==> config.mk <==
export PLATFORM = sky130hd
export DESIGN_NAME = spi_burst_ctrl_flat
export DESIGN_NICKNAME = d
export VERILOG_FILES = /design/src/rtl/spi_burst_ctrl_if.sv /design/src/rtl/spi_burst_ctrl.sv /design/src/flat_wrapper.sv
export SDC_FILE = /design/constraint.sdc
export NUM_CORES = 1
export LEC_CHECK = 0
export BUFFER_PORTS_ARGS = -buffer_cell sky130_fd_sc_hd__buf_2
export CAP_MARGIN = 20
export CORE_MARGIN = 10
export CORE_UTILIZATION = 55
export CTS_CLUSTER_SIZE = 30
export DETAILED_ROUTE_END_ITERATION = 16
export HOLD_SLACK_MARGIN = 0.02
export MAX_ROUTING_LAYER = met4
export PLACE_DENSITY = 0.74
export SYNTH_ARGS = -nofsm -noshare
export SYNTH_HDL_FRONTEND = slang
export SYNTH_SLANG_ARGS = --single-unit
==> constraint.sdc <==
create_clock -name clk -period 3.46 [get_ports clk]
set_clock_uncertainty 0.05 [all_clocks]
set_input_delay 0.346 -clock clk [delete_from_list [all_inputs] [get_ports clk]]
set_output_delay 0.346 -clock clk [all_outputs]
set_load 0.01 [all_outputs]
==> src/rtl/spi_burst_ctrl_if.sv <==
// Host-side and SPI-master-side signal bundle for spi_burst_ctrl.
// The controller connects through the slave modport. A host or testbench
// driving the controller uses the master modport.
interface spi_burst_ctrl_if #(
  parameter int DEPTH = 8
);
  localparam int LW = $clog2(DEPTH) + 1;

  // TX FIFO write side
  logic          wr_en;
  logic [7:0]    wr_data;
  logic          tx_full;
  logic [LW-1:0] tx_level;
  // RX FIFO read side (first-word-fall-through)
  logic          rd_en;
  logic [7:0]    rd_data;
  logic          rx_empty;
  logic [LW-1:0] rx_level;
  // SPI master handshake
  logic          m_start;
  logic [7:0]    m_data_in;
  logic [7:0]    m_data_out;
  logic          m_done;
  // Status and sticky errors
  logic          busy;
  logic          tx_ovf;
  logic          rx_ovf;
  logic          tmo;
  logic          clr_err;

  modport slave (
    input  wr_en, wr_data, rd_en, m_data_out, m_done, clr_err,
    output tx_full, tx_level, rd_data, rx_empty, rx_level,
           m_start, m_data_in, busy, tx_ovf, rx_ovf, tmo
  );

  modport master (
    output wr_en, wr_data, rd_en, m_data_out, m_done, clr_err,
    input  tx_full, tx_level, rd_data, rx_empty, rx_level,
           m_start, m_data_in, busy, tx_ovf, rx_ovf, tmo
  );
endinterface

==> src/rtl/spi_burst_ctrl.sv <==
// spi_burst_ctrl: queues host bytes in a TX FIFO and feeds them one at a time
// to an SPI master. Each received byte goes into an RX FIFO. A minimum idle
// gap is enforced between transfers, and a transfer that the master never
// completes is aborted. Overflow and timeout events latch sticky flags.
module spi_burst_ctrl #(
  parameter int DEPTH      = 8,
  parameter int GAP_CYCLES = 4,
  parameter int TIMEOUT    = 1024
) (
  input  logic            clk,
  input  logic            reset,
  spi_burst_ctrl_if.slave bus
);
  localparam int            AW        = $clog2(DEPTH);
  localparam int            LW        = AW + 1;
  localparam logic [LW-1:0] FULL_LVL  = LW'(DEPTH);
  localparam logic [15:0]   XFER_LAST = 16'(TIMEOUT - 1);
  localparam logic [7:0]    GAP_LAST  = 8'(GAP_CYCLES - 1);

  typedef enum logic [1:0] {IDLE, LOAD, XFER, GAP} state_e;

  state_e        state_q;
  logic          m_start_q;
  logic [7:0]    m_data_in_q;
  logic [15:0]   xfer_cnt_q;
  logic [7:0]    gap_cnt_q;

  logic [7:0]    tx_mem [DEPTH];
  logic [7:0]    rx_mem [DEPTH];
  logic [AW-1:0] tx_wp_q, tx_rp_q, rx_wp_q, rx_rp_q;
  logic [LW-1:0] tx_level_q, tx_level_d;
  logic [LW-1:0] rx_level_q, rx_level_d;
  logic          tx_ovf_q, tx_ovf_d;
  logic          rx_ovf_q, rx_ovf_d;
  logic          tmo_q, tmo_d;

  logic tx_full, tx_empty, rx_full, rx_empty;
  logic tx_pop, tx_push, rx_cap, rx_pop, rx_push, tmo_evt;

  assign tx_full  = (tx_level_q == FULL_LVL);
  assign tx_empty = (tx_level_q == '0);
  assign rx_full  = (rx_level_q == FULL_LVL);
  assign rx_empty = (rx_level_q == '0);

  // LOAD is only entered with a non-empty TX FIFO, so its pop never underflows.
  // A pop in the same cycle frees a slot, so a write to a full FIFO still lands.
  assign tx_pop  = (state_q == LOAD);
  assign tx_push = bus.wr_en && (!tx_full || tx_pop);
  assign rx_cap  = (state_q == XFER) && bus.m_done;
  assign rx_pop  = bus.rd_en && !rx_empty;
  assign rx_push = rx_cap && (!rx_full || rx_pop);
  assign tmo_evt = (state_q == XFER) && !bus.m_done && (xfer_cnt_q == XFER_LAST);

  // Occupancy next-state: a simultaneous push and pop leaves the level unchanged.
  always_comb begin
    tx_level_d = tx_level_q;
    rx_level_d = rx_level_q;
    if (tx_push && !tx_pop)      tx_level_d = tx_level_q + LW'(1);
    else if (!tx_push && tx_pop) tx_level_d = tx_level_q - LW'(1);
    if (rx_push && !rx_pop)      rx_level_d = rx_level_q + LW'(1);
    else if (!rx_push && rx_pop) rx_level_d = rx_level_q - LW'(1);
  end

  // Sticky flags: a new error event beats clr_err in the same cycle.
  always_comb begin
    tx_ovf_d = (tx_ovf_q && !bus.clr_err) || (bus.wr_en && tx_full && !tx_pop);
    rx_ovf_d = (rx_ovf_q && !bus.clr_err) || (rx_cap && rx_full && !rx_pop);
    tmo_d    = (tmo_q && !bus.clr_err) || tmo_evt;
  end

  // FIFO storage holds data only, so it is not reset.
  always_ff @(posedge clk) begin
    if (tx_push) tx_mem[tx_wp_q] <= bus.wr_data;
    if (rx_push) rx_mem[rx_wp_q] <= bus.m_data_out;
  end

  // FIFO pointers and levels. Pointers wrap naturally because DEPTH is a power of two.
  always_ff @(posedge clk) begin
    if (reset) begin
      tx_wp_q    <= '0;
      tx_rp_q    <= '0;
      rx_wp_q    <= '0;
      rx_rp_q    <= '0;
      tx_level_q <= '0;
      rx_level_q <= '0;
    end else begin
      if (tx_push) tx_wp_q <= tx_wp_q + AW'(1);
      if (tx_pop)  tx_rp_q <= tx_rp_q + AW'(1);
      if (rx_push) rx_wp_q <= rx_wp_q + AW'(1);
      if (rx_pop)  rx_rp_q <= rx_rp_q + AW'(1);
      tx_level_q <= tx_level_d;
      rx_level_q <= rx_level_d;
    end
  end

  // Sticky error flag registers.
  always_ff @(posedge clk) begin
    if (reset) begin
      tx_ovf_q <= 1'b0;
      rx_ovf_q <= 1'b0;
      tmo_q    <= 1'b0;
    end else begin
      tx_ovf_q <= tx_ovf_d;
      rx_ovf_q <= rx_ovf_d;
      tmo_q    <= tmo_d;
    end
  end

  // Transfer sequencer. m_start is registered and high exactly while in XFER.
  always_ff @(posedge clk) begin
    if (reset) begin
      state_q     <= IDLE;
      m_start_q   <= 1'b0;
      m_data_in_q <= 8'h00;
      xfer_cnt_q  <= '0;
      gap_cnt_q   <= '0;
    end else begin
      case (state_q)
        IDLE: begin
          if (!tx_empty && !bus.m_done) state_q <= LOAD;
        end
        LOAD: begin
          m_data_in_q <= tx_mem[tx_rp_q];
          m_start_q   <= 1'b1;
          xfer_cnt_q  <= '0;
          state_q     <= XFER;
        end
        XFER: begin
          if (bus.m_done || tmo_evt) begin
            m_start_q <= 1'b0;
            gap_cnt_q <= '0;
            state_q   <= GAP;
          end else begin
            xfer_cnt_q <= xfer_cnt_q + 16'd1;
          end
        end
        GAP: begin
          // gap_cnt_q counts GAP cycles already completed before this one
          if (!bus.m_done && (gap_cnt_q >= GAP_LAST)) begin
            state_q <= IDLE;
          end else if (gap_cnt_q != 8'hFF) begin
            gap_cnt_q <= gap_cnt_q + 8'd1;
          end
        end
        default: state_q <= IDLE;
      endcase
    end
  end

  assign bus.tx_full   = tx_full;
  assign bus.tx_level  = tx_level_q;
  assign bus.rd_data   = rx_mem[rx_rp_q];
  assign bus.rx_empty  = rx_empty;
  assign bus.rx_level  = rx_level_q;
  assign bus.m_start   = m_start_q;
  assign bus.m_data_in = m_data_in_q;
  assign bus.busy      = (state_q != IDLE);
  assign bus.tx_ovf    = tx_ovf_q;
  assign bus.rx_ovf    = rx_ovf_q;
  assign bus.tmo       = tmo_q;
endmodule

==> src/flat_wrapper.sv <==
// flat-port wrapper written by rule: the top's interface ports become plain ports
module spi_burst_ctrl_flat 
#(
  parameter int DEPTH      = 8,
  parameter int GAP_CYCLES = 4,
  parameter int TIMEOUT    = 1024
)
  (clk, reset, bus_wr_en, bus_wr_data, bus_rd_en, bus_m_data_out, bus_m_done, bus_clr_err, bus_tx_full, bus_tx_level, bus_rd_data, bus_rx_empty, bus_rx_level, bus_m_start, bus_m_data_in, bus_busy, bus_tx_ovf, bus_rx_ovf, bus_tmo);
  spi_burst_ctrl_if #(.DEPTH(DEPTH)) bus_i ();
  input  logic clk;
  input  logic reset;
  input wire logic [$bits(bus_i.wr_en)-1:0] bus_wr_en;
  input wire logic [$bits(bus_i.wr_data)-1:0] bus_wr_data;
  input wire logic [$bits(bus_i.rd_en)-1:0] bus_rd_en;
  input wire logic [$bits(bus_i.m_data_out)-1:0] bus_m_data_out;
  input wire logic [$bits(bus_i.m_done)-1:0] bus_m_done;
  input wire logic [$bits(bus_i.clr_err)-1:0] bus_clr_err;
  output wire logic [$bits(bus_i.tx_full)-1:0] bus_tx_full;
  output wire logic [$bits(bus_i.tx_level)-1:0] bus_tx_level;
  output wire logic [$bits(bus_i.rd_data)-1:0] bus_rd_data;
  output wire logic [$bits(bus_i.rx_empty)-1:0] bus_rx_empty;
  output wire logic [$bits(bus_i.rx_level)-1:0] bus_rx_level;
  output wire logic [$bits(bus_i.m_start)-1:0] bus_m_start;
  output wire logic [$bits(bus_i.m_data_in)-1:0] bus_m_data_in;
  output wire logic [$bits(bus_i.busy)-1:0] bus_busy;
  output wire logic [$bits(bus_i.tx_ovf)-1:0] bus_tx_ovf;
  output wire logic [$bits(bus_i.rx_ovf)-1:0] bus_rx_ovf;
  output wire logic [$bits(bus_i.tmo)-1:0] bus_tmo;
  assign bus_i.wr_en = bus_wr_en;
  assign bus_i.wr_data = bus_wr_data;
  assign bus_i.rd_en = bus_rd_en;
  assign bus_i.m_data_out = bus_m_data_out;
  assign bus_i.m_done = bus_m_done;
  assign bus_i.clr_err = bus_clr_err;
  assign bus_tx_full = bus_i.tx_full;
  assign bus_tx_level = bus_i.tx_level;
  assign bus_rd_data = bus_i.rd_data;
  assign bus_rx_empty = bus_i.rx_empty;
  assign bus_rx_level = bus_i.rx_level;
  assign bus_m_start = bus_i.m_start;
  assign bus_m_data_in = bus_i.m_data_in;
  assign bus_busy = bus_i.busy;
  assign bus_tx_ovf = bus_i.tx_ovf;
  assign bus_rx_ovf = bus_i.rx_ovf;
  assign bus_tmo = bus_i.tmo;
  spi_burst_ctrl #(.DEPTH(DEPTH), .GAP_CYCLES(GAP_CYCLES), .TIMEOUT(TIMEOUT)) u_core (.clk(clk), .reset(reset), .bus(bus_i));
endmodule
==> results of run 1 <==
-- report_power, final --
group	internal [mW]	switching (mW)	total, mW
Combinational	0.686	0.705	1.39
Sequential	2.58	0.171	2.75
Clock	1.11	0.876	1.98
-- registers in the layout, summed over array words and instances (netlist names), 3 cells and up, named ones only --
| name | count |
|---|---|
| u_core.rx_rp_q | 3 |
| u_core.bus.rx_level | 4 |
| u_core.tx_rp_q | 3 |
| u_core.bus.tx_level | 4 |
| u_core.rx_wp_q | 3 |
| u_core.xfer_cnt_q | 16 |
| u_core.rx_mem | 64 |
| u_core.bus.m_data_in | 8 |
| u_core.tx_wp_q | 3 |
| u_core.tx_mem | 64 |
| u_core.gap_cnt_q | 8 |
-- layout by cell type (no fill, tap or decap), types with 2 or more instances in the layout --
| master | instances |
|---|---|
| nand2_1 | 19 |
| inv_6 | 2 |
| edfxtp_1 | 128 |
| clkinvlp_4 | 2 |
| inv_8 | 4 |
| nor3_1 | 7 |
| nor2_1 | 57 |
| buf_4 | 19 |
| buf_2 | 52 |
| fa_1 | 2 |
| o21ai_0 | 10 |
| o21a_1 | 2 |
| nand4_1 | 6 |
| mux2_2 | 9 |
| nor4_1 | 3 |
| mux4_2 | 32 |
| a211oi_1 | 9 |
| nand3_1 | 7 |
| mux2i_1 | 17 |
| a21oi_1 | 23 |
| inv_1 | 15 |
| nand2b_1 | 13 |
| or4_1 | 2 |
| dfxtp_1 | 61 |
| or3_1 | 5 |
| clkbuf_16 | 19 |
| and3_1 | 8 |
| xnor2_1 | 8 |
| xor2_1 | 13 |
| ha_1 | 17 |
| a311oi_1 | 6 |
| a21o_1 | 2 |
| clkinv_4 | 2 |
| nor3b_1 | 4 |
-- metal layers --
metal  track usage  vias to the layer above  wire, um
li1              -                     2156         -
met1         0.195                     2289      6490
met3        0.0371                       12       576
met2         0.258                       96      7790
met5             -                        -         0
met4        0.0643                        0       151
-- worst max-delay path, cell delays in order (launching register included) --
cell and delay [ns]:
dfxtp_1 0.33, inv_1 0.13, ha_1 0.39, nand2_1 0.19
a31oi_1 0.20, buf_4 0.17, ha_1 0.19, inv_1 0.09
ha_1 0.28, a21o_1 0.17, a21oi_1 0.17, xnor2_1 0.09
or3_1 0.31, a21oi_1 0.15
-- path summary, 6_finish.rpt --
path | end | slack [ns] | cells past startpoint
worst max-delay path | u_core.bus.rx_level[3] | 0.47 | 13
worst max register to register | u_core.bus.rx_level[3] | 0.47 | 13
worst min register to register | u_core.bus.rx_ovf | 0.42 | 2
worst min-delay path | u_core.tx_mem[4][6] | 0.13 | 1
-- per-stage QoR --
step	power, mW	setup WS [ns]	hold slack, ns	instances
floorplan	3.80	0.657	0.395	533
global placement	4.15	0.615	0.410	760
detailed placement	4.20	0.500	0.413	760
CTS	6.19	0.440	0.111	792
global route	6.43	0.218	0.128	792
finish	6.12	0.466	0.132	792
-- final cells by class --
| class | count | area [um2] |
|---|---|---|
| clock buffer | 19 | 475 |
| clock inverter | 13 | 146 |
| fill | 994 | 4940 |
| inverter | 16 | 62.6 |
| multi-input combinational | 304 | 2610 |
| sequential | 189 | 5060 |
| tap | 180 | 225 |
| timing repair buffer | 71 | 403 |
-- kinds of logic after synthesis --
family | Yosys count | synth area share
and+or+nand+nor | 143 | 0.0919
muxes | 58 | 0.126
AOI/OAI and AO/OA | 63 | 0.0592
DFF | 189 | 0.646
xor gates and xnor gates | 21 | 0.0234
buffers and inverters | 40 | 0.0214
adders and majority gates | 19 | 0.0322
==> results.md, run 1 <==
- Worst-skew pair later-pin latency: 0.43 ns
- Critical Path Source Type: register
- Antenna cells: 0
- Routed via count: 4553
- Placed Area: ~8400 um2
- Drt initial violations: 244
- Maximum VDD drop: around 0.46 mV
- Final ANT Viol Nets: 0
- Core outline area: 13900 um2
- Final hold violations: 0
- First-pass GRT wire length: 24500 um
- R2R Path Start: u_core.state_q[0]
- Main synth FF type: edfxtp_1
- Max Slew Vio Count: 0
- Post-route clock period utilization: 0.865
- Most area-consuming cells after synthesis: edfxtp_1, dfxtp_1, mux4_2
- # rows: 43
- Critical Path RT: 3.76 ns
- First-pass DRT Iterations: 5
- Hold Startpoint: bus_wr_data[6]
- Status: complete, no violations
- Synth async-reset ratio: 0
- F_max: 334 MHz
- Root buf cell: clkbuf_16
- Initial Util: 0.563
- CTS Hold Bufs: 0
- Critical Path Fanout Max: 7
- Maxcap violations: 0
- Most frequent cell after synthesis: edfxtp_1
- Top-area cell type share of the netlist area: 0.490
- Netlist cell types: 56
- Residual DRC: 0
- CTS tree: yes
- IO buf count: between 50 and 60
- Critical path capture point type: register
- CTS max path bufs: 2
- Pin count of the biggest net entering global routing: 50
- Worst setup path start: u_core.state_q[0]
- Routed wire per std cell: approximately 19 um
- GR Overflow Total: 0
- Die span in x: 139 um
- Resized cells post-CTS: 0
- Gr usage total: 0.162
- Nets: 640
- Layout area overhead: 14.6%
- Area leader, netlist: edfxtp_1
- Max-slew headroom: 0.379
- I/O pin cnt: 53
- Total negative setup slack: 0 ns
- Critical Path AT: between 3 and 4 ns
- Die area: just under 20000 um2
- Register bit total from synthesis: approximately 190
- Final Core Density: 0.645
- Htree depth: 4
- Reg clk slew, reported paths: 0.07 ns
- HPWL after detailed placement: 10000 um
- Unrepaired setup endpoints after global routing: no
- Post-Synthesis Cell Area: 7850 um2
- HP Class: input pin to register
- Final design area excluding fillers: 8990 um2
- Final WL: 15000 um
- Kind of critical path: register to register
- Setup violations, final: 0
- Synthesized Nets: 574
- Leakage power: between 3 and 4 nW
- CTS Sinks: 189
- Count of flip-flops with a built-in enable after synthesis: 128
- Postcts setup bufs: 0
- Power per cell area: 681 nW/um2
- Cells after Synth: 533
- Vias in the first global route: 4622
- Die Y-Extent: approximately 140 um
- YS warnings: 0
- Worst slew pin tran: 0.928 ns
- Initial antenna violation count: 0
- Period minus WS final: 2.99 ns
- Top cells by count, synth: edfxtp_1, dfxtp_1, nor2_1
- Layout cells sized above 1: 0.257
- CTS Buf Count: 17
- GP Congestion: 0.816
- Via-per-instance ratio: 5.75
- Syn_area_per_cell: 14.7 um2
- Sequential share of the synthesized area: 0.646
Power figures use the tool's default switching activity.
==> run 2: changes to the inputs <==
--- a/config.mk
+++ b/config.mk
@@ -7,6 +7,7 @@
 export LEC_CHECK = 0
 export BUFFER_PORTS_ARGS = -buffer_cell sky130_fd_sc_hd__buf_2
 export CAP_MARGIN = 20
+export CORE_ASPECT_RATIO = 1.4
 export CORE_MARGIN = 10
 export CORE_UTILIZATION = 55
 export CTS_CLUSTER_SIZE = 30
==> run 2 against run 1 <==
Global-route usage up 0.35 points. Total power fell by 0.19%. Register-to-register slack worse by 0.03 ns. Utilization shrank 0.48 points. Critical path type unchanged. Largest cell class unchanged. Largest power group unchanged.
==> results.md, run 2 (synthesis results as in run 1) <==
- Status: complete, no violations
- First-pass GRT wire length: 24700 um (+0.88%)
- Routed wire per std cell: 19.1 um (+0.97%)
- Final WL: 15200 um (+0.97%)
- Largest registers: u_core.rx_mem x64, u_core.tx_mem x64, u_core.xfer_cnt_q x16
- Drt initial violations: 276 (+13%)
- Critical path's slowest cell: ha_1
- # rows: 51 (+19%)
- Core outline area: 14000 um2 (+0.29%)
- Worst slew pin tran: 0.958 ns (+0.0297 ns)
- Power per cell area: 683 nW/um2 (+0.27%)
- Nets: 635 (-0.78%)
- HP Class: input pin to register
- Period minus WS final: 3.02 ns (+0.0281 ns)
- GR Overflow Total: 0 (unchanged)
- Total negative setup slack: 0 ns (unchanged)
- Pin count of the biggest net entering global routing: 50 (unchanged)
- Initial Util: 0.561 (-0.00161)
- Final ANT Viol Nets: 0 (unchanged)
- CP dominant cell by count: ha_1
- Vias in the first global route: 4717 (+2.1%)
- Postcts setup bufs: 0 (unchanged)
- Commonest non-fill, non-tap cell in the layout: edfxtp_1
- Maxcap violations: 0 (unchanged)
- CTS Buf Count: 17 (unchanged)
- Commonest non-fill, non-tap cells in the layout: edfxtp_1, dfxtp_1, nor2_1
- F_max: 331 MHz (-0.93%)
- Residual DRC: 0 (unchanged)
- Critical Path RT: 3.76 ns (about the same)
- Critical Path Source Type: register
- Reg power frac: 0.449 (about the same)
- R2R Path Start: u_core.state_q[0]
- Worst setup path start: u_core.state_q[0]
- Layout area overhead: 14.1%
- Worst Path Buf+Inv: 3 (unchanged)
- CTS max path bufs: 2 (unchanged)
- Multi-input combinational cell area: 2610 um2 (unchanged)
- Dpl ws: 0.465 ns (-0.0345 ns)
- Max Slew Vio Count: 0 (unchanged)
- Critical path capture point type: register
- Resized cells post-CTS: 0 (unchanged)
- Non-Filler Instances: 792 (unchanged)
- Die area: 19500 um2 (+0.35%)
- Post-route clock period utilization: 0.873 (+0.00812)
- Cell family with most CP delay: adder cells
- Clock share of power: 0.319 (-0.005)
- Cell-internal power: 4.25 mW (-2.8%)
- CTS Hold Bufs: 0 (unchanged)
- Net Switching: 1.86 mW (+6.2%)
- Cells along the critical path: inv_1, ha_1, nand2_1, a31oi_1, buf_4, ha_1, inv_1, ha_1, a21o_1, a21oi_1, xnor2_1, or3_1, a21oi_1
- Final design area excluding fillers: 8950 um2 (-0.46%)
- WP depth: 13 (unchanged)
- Worst-skew pair later-pin latency: 0.43 ns (about the same)
- Max-slew headroom: 0.362 (-0.0175)
- Layout cells sized above 1: 0.250 (-0.00612)
- I/O pin cnt: 53 (unchanged)
- Logic pwr share: 0.232 (+0.005)
- Setup violations, final: 0 (unchanged)
- Htree depth: 4 (unchanged)
- Total power: 6.11 mW (-0.19%)
- Root buf cell: clkbuf_16
- Switching fraction of total power: 0.305 (+0.0183)
- Final hold violations: 0 (unchanged)
- CTS Sinks: 189 (unchanged)
- Register area: 5060 um2 (unchanged)
- Leakage power: 3.12 nW (-1.2%)
- Worst hold path depth: 1 (unchanged)
- Reg clk slew, reported paths: 0.08 ns (about the same)
- First-pass DRT Iterations: 4 (-1)
- Critical Path AT: 3.32 ns (+0.03 ns)
- R2R depth: 13 (unchanged)
- Critical Path Fanout Max: 7 (unchanged)
- Die Y-Extent: 161 um (+16%)
- Max incr delay on CP: 0.39 ns (about the same)
- Unrepaired setup endpoints after global routing: no
- Hold Startpoint: bus_wr_data[0]
- Placed cells: 760 (unchanged)
- IO buf count: 52 (unchanged)
- Kind of critical path: register to register
- GP Congestion: 0.877 (+7.5%)
- Gr usage total: 0.165 (+0.00355)
- Placed Area: 8340 um2 (-0.37%)
- HPWL after detailed placement: 10100 um (+0.67%)
- Routed via count: 4560 (+0.15%)
- Antenna cells: 0 (unchanged)
- Initial antenna violation count: 0 (unchanged)
- Die span in x: 121 um (-13%)
- Filler instances: 998 (+0.40%)
- CTS tree: yes
- Via-per-instance ratio: 5.76 (+0.15%)
- Maximum VDD drop: 0.408 mV (-11%)
- Setup WS post-layout: 0.438 ns (-0.0281 ns)
## run 2: worst reg2reg max path, stage by stage (launching register included)
cell and delay, ns:
dfxtp_1 0.33, inv_1 0.14, ha_1 0.40, nand2_1 0.19, a31oi_1 0.21, buf_4 0.18, ha_1 0.18, inv_1 0.09
ha_1 0.27, a21o_1 0.17, a21oi_1 0.17, xnor2_1 0.09, or3_1 0.30, a21oi_1 0.17
## run 2: area by class of cell
type	instances	share of cell area
flip-flops and latches	189	0.566
multi-input cells	304	0.292
clock buffers	17	0.0475
repair buffers	66	0.0408
well taps	185	0.0259
clock inverters	15	0.0208
inverters	16	0.00699
## run 2: final timing paths
check,slack (ns),endpoint
min,0.12,u_core.tx_mem[2][0]
max,0.44,u_core.bus.rx_level[3]
min reg2reg,0.42,u_core.bus.tmo
max reg2reg,0.44,u_core.bus.rx_level[3]
## run 2: stage by stage
stage | util | hold slack [ns]
global placement | 0.597 | 0.401
finish | 0.640 | 0.119
CTS | 0.640 | 0.111
global route | 0.640 | 0.127
floorplan | - | 0.395
detailed placement | 0.597 | 0.418
## run 2: layer usage
layer	vias to the layer above	wire [um]	GRT usage
li1	2147	-	-
met1	2307	6120	0.183
met2	84	8320	0.290
met3	22	509	0.0331
met4	0	210	0.0539
met5	-	0	-
## run 2: power groups by stage
| stage | logic, mW | registers (mW) | clock network [mW] |
|---|---|---|---|
| 3_5_place_dp | 1.43 | 2.79 | 0 |
| 6_report | 1.42 | 2.74 | 1.95 |
| 3_3_place_gp | 1.38 | 2.77 | 0 |
| 2_1_floorplan | 1.05 | 2.75 | 0 |
| 5_1_grt | 1.57 | 2.77 | 2.08 |
| 4_1_cts | 1.45 | 2.74 | 1.98 |
==> run 3: changes to the inputs <==
--- a/config.mk
+++ b/config.mk
@@ -15,6 +15,7 @@
 export HOLD_SLACK_MARGIN = 0.02
 export MAX_ROUTING_LAYER = met4
 export PLACE_DENSITY = 0.74
+export RECOVER_POWER = 50
 export SYNTH_ARGS = -nofsm -noshare
 export SYNTH_HDL_FRONTEND = slang
 export SYNTH_SLANG_ARGS = --single-unit
==> run 3 against run 2 <==
Sequential cell count unchanged. Utilization decreased by 0.40 points. Die area did not move. Total power decreased by 0.49%. Register-to-register slack hardly changed. First-iteration DRC count shrank 12%. Design area decreased by 0.63%. Count of clock-buffer cells in the layout did not move. Wire length is 0.15% higher. Setup slack got worse by 0.0022 ns. Critical path type unchanged. Largest power group unchanged.
==> results.md, run 3 (synthesis results as in run 1) <==
- Drt initial violations: 243 (-12%)
- Power per cell area: 684 nW/um2 (+0.14%)
- Routed wire per std cell: 19.2 um (+0.15%)
- Total negative setup slack: 0 ns (unchanged)
- Worst setup path start: u_core.bus.tx_level[0]
- R2R Path Start: u_core.bus.tx_level[0]
- CTS Hold Bufs: 0 (unchanged)
- First-pass GRT wire length: 24700 um (unchanged)
- Critical path capture point type: register
- Gr usage total: 0.165 (unchanged)
- Reg clk slew, reported paths: 0.07 ns (about the same)
- Hold Startpoint: bus_clr_err
- Via-per-instance ratio: 5.73 (-0.53%)
- R2R depth: 10 (-3)
- Antenna cells: 0 (unchanged)
- Pin count of the biggest net entering global routing: 50 (unchanged)
- CTS tree: yes
- Max-slew headroom: 0.354 (-0.00749)
- Vias in the first global route: 4717 (unchanged)
- Largest registers: u_core.rx_mem x64, u_core.tx_mem x64, u_core.xfer_cnt_q x16
- Max Slew Vio Count: 0 (unchanged)
- Critical path's slowest cell: or4b_2
- Initial antenna violation count: 0 (unchanged)
- HP Class: input pin to register
- Unrepaired setup endpoints after global routing: no
- Commonest non-fill, non-tap cells in the layout: edfxtp_1, dfxtp_1, nor2_1
- Critical Path AT: 3.33 ns (about the same)
- Routed via count: 4536 (-0.53%)
- Filler instances: 1017 (+1.9%)
- Net Switching: 1.86 mW (+0.12%)
- Setup violations, final: 0 (unchanged)
- Layout cells sized above 1: 0.185 (-0.0659)
- HPWL after detailed placement: 10100 um (unchanged)
- Htree depth: 4 (unchanged)
- CTS max path bufs: 2 (unchanged)
- Postcts setup bufs: 0 (unchanged)
- Leakage power: 2.98 nW (-4.5%)
- Worst slew pin tran: 0.969 ns (+0.0112 ns)
- Reg power frac: 0.451 (+0.002)
- Critical Path RT: 3.77 ns (about the same)
- Maxcap violations: 0 (unchanged)
- Worst hold path depth: 4 (+3)
- Post-route clock period utilization: 0.874 (about the same)
- F_max: 331 MHz (about the same)
- Die Y-Extent: 161 um (unchanged)
- Residual DRC: 0 (unchanged)
- Cell family with most CP delay: simple AND/OR/NAND/NOR gates
- Die span in x: 121 um (unchanged)
- Layout area overhead: 13.3%
- First-pass DRT Iterations: 4 (unchanged)
- Nets: 635 (unchanged)
- Final hold violations: 0 (unchanged)
- Resized cells post-CTS: 0 (unchanged)
- Core outline area: 14000 um2 (unchanged)
- Status: complete, no violations
- Worst Path Buf+Inv: 1 (-2)
- Initial Util: 0.561 (unchanged)
- Reg2reg setup slack: 0.44 ns (about the same)
- IO buf count: 52 (unchanged)
- Period minus WS final: 3.02 ns (+0.00221 ns)
- Logic pwr share: 0.228 (-0.004)
- # rows: 51 (unchanged)
- Cell-internal power: 4.22 mW (-0.76%)
- Commonest non-fill, non-tap cell in the layout: edfxtp_1
- WP depth: 10 (-3)
- Final ANT Viol Nets: 0 (unchanged)
- Die area: 19500 um2 (unchanged)
- Switching fraction of total power: 0.306 (+0.00187)
- Final WL: 15200 um (+0.15%)
- Kind of critical path: register to register
- I/O pin cnt: 53 (unchanged)
- Clock share of power: 0.321 (+0.002)
- Cells along the critical path: or4b_2, o21a_1, ha_1, inv_1, ha_1, a21o_1, a21oi_1, xnor2_1, or3_1, a21oi_1
- CTS Buf Count: 17 (unchanged)
- GP Congestion: 0.877 (unchanged)
- Max incr delay on CP: 0.72 ns (+0.33 ns)
- GR Overflow Total: 0 (unchanged)
- Root buf cell: clkbuf_16
- CTS Sinks: 189 (unchanged)
- Maximum VDD drop: 0.402 mV (-1.4%)
- Placed cells: 760 (unchanged)
- Non-Filler Instances: 792 (unchanged)
- Final Core Density: 0.636 (-0.00403)
- Worst-skew pair later-pin latency: 0.43 ns (about the same)
- Hold_ws: 0.146 ns (+0.0271 ns)
- Critical Path Fanout Max: 6 (-1)
- Critical Path Source Type: register
run 3: changes by cell type in the layout (fill, tap and decap cells not counted):
cell | previous run | this run
buf_4 | 14 | 12
clkbuf_1 | 0 | 40
clkinvlp_2 | 0 | 1
inv_4 | 1 | 0
buf_2 | 52 | 14
run 3: layer usage:
layer | routed length (um) | GRT usage | vias up
li1 | - | - | 2147
met5 | 0 | - | -
met1 | 6130 | 0.183 | 2293
met4 | 224 | 0.0539 | 0
met3 | 508 | 0.0331 | 22
met2 | 8310 | 0.290 | 74
run 3: final timing paths:
path / to
max: u_core.bus.tx_level[3]
min: u_core.bus.rx_ovf
max reg2reg: u_core.bus.tx_level[3]
min reg2reg: u_core.bus.rx_ovf
run 3: power by group through the flow:
| stage | clock network, mW | logic, mW | registers, mW |
|---|---|---|---|
| after global routing | 2.08 | 1.54 | 2.77 |
| after detailed placement | 0 | 1.43 | 2.79 |
| after global placement | 0 | 1.38 | 2.77 |
| final | 1.95 | 1.39 | 2.74 |
| after floorplan | 0 | 1.05 | 2.75 |
| after CTS | 1.98 | 1.45 | 2.74 |
run 3: layout make-up:
cell class	instances	area [um2]	area share
clock inverters	15	186	0.0210
repair buffers	66	310	0.0349
flip-flops and latches	189	5060	0.569
clock buffers	17	425	0.0478
well taps	185	231	0.0260
multi-input cells	304	2610	0.294
inverters	16	61.3	0.00689
run 3: per-stage QoR:
step	power [mW]	setup WS [ns]	area, um2
2_1_floorplan	3.80	0.657	7850
3_3_place_gp	4.15	0.614	8340
3_5_place_dp	4.22	0.465	8340
4_1_cts	6.17	0.414	8950
5_1_grt	6.39	0.233	8890
6_report	6.08	0.436	8890
run 3: worst register-to-register path: stages (launching register included):
cell	delay (ns)
dfxtp_1	0.39
or4b_2	0.72
o21a_1	0.27
ha_1	0.25
inv_1	0.13
ha_1	0.25
a21o_1	0.17
a21oi_1	0.18
xnor2_1	0.10
or3_1	0.30
a21oi_1	0.13
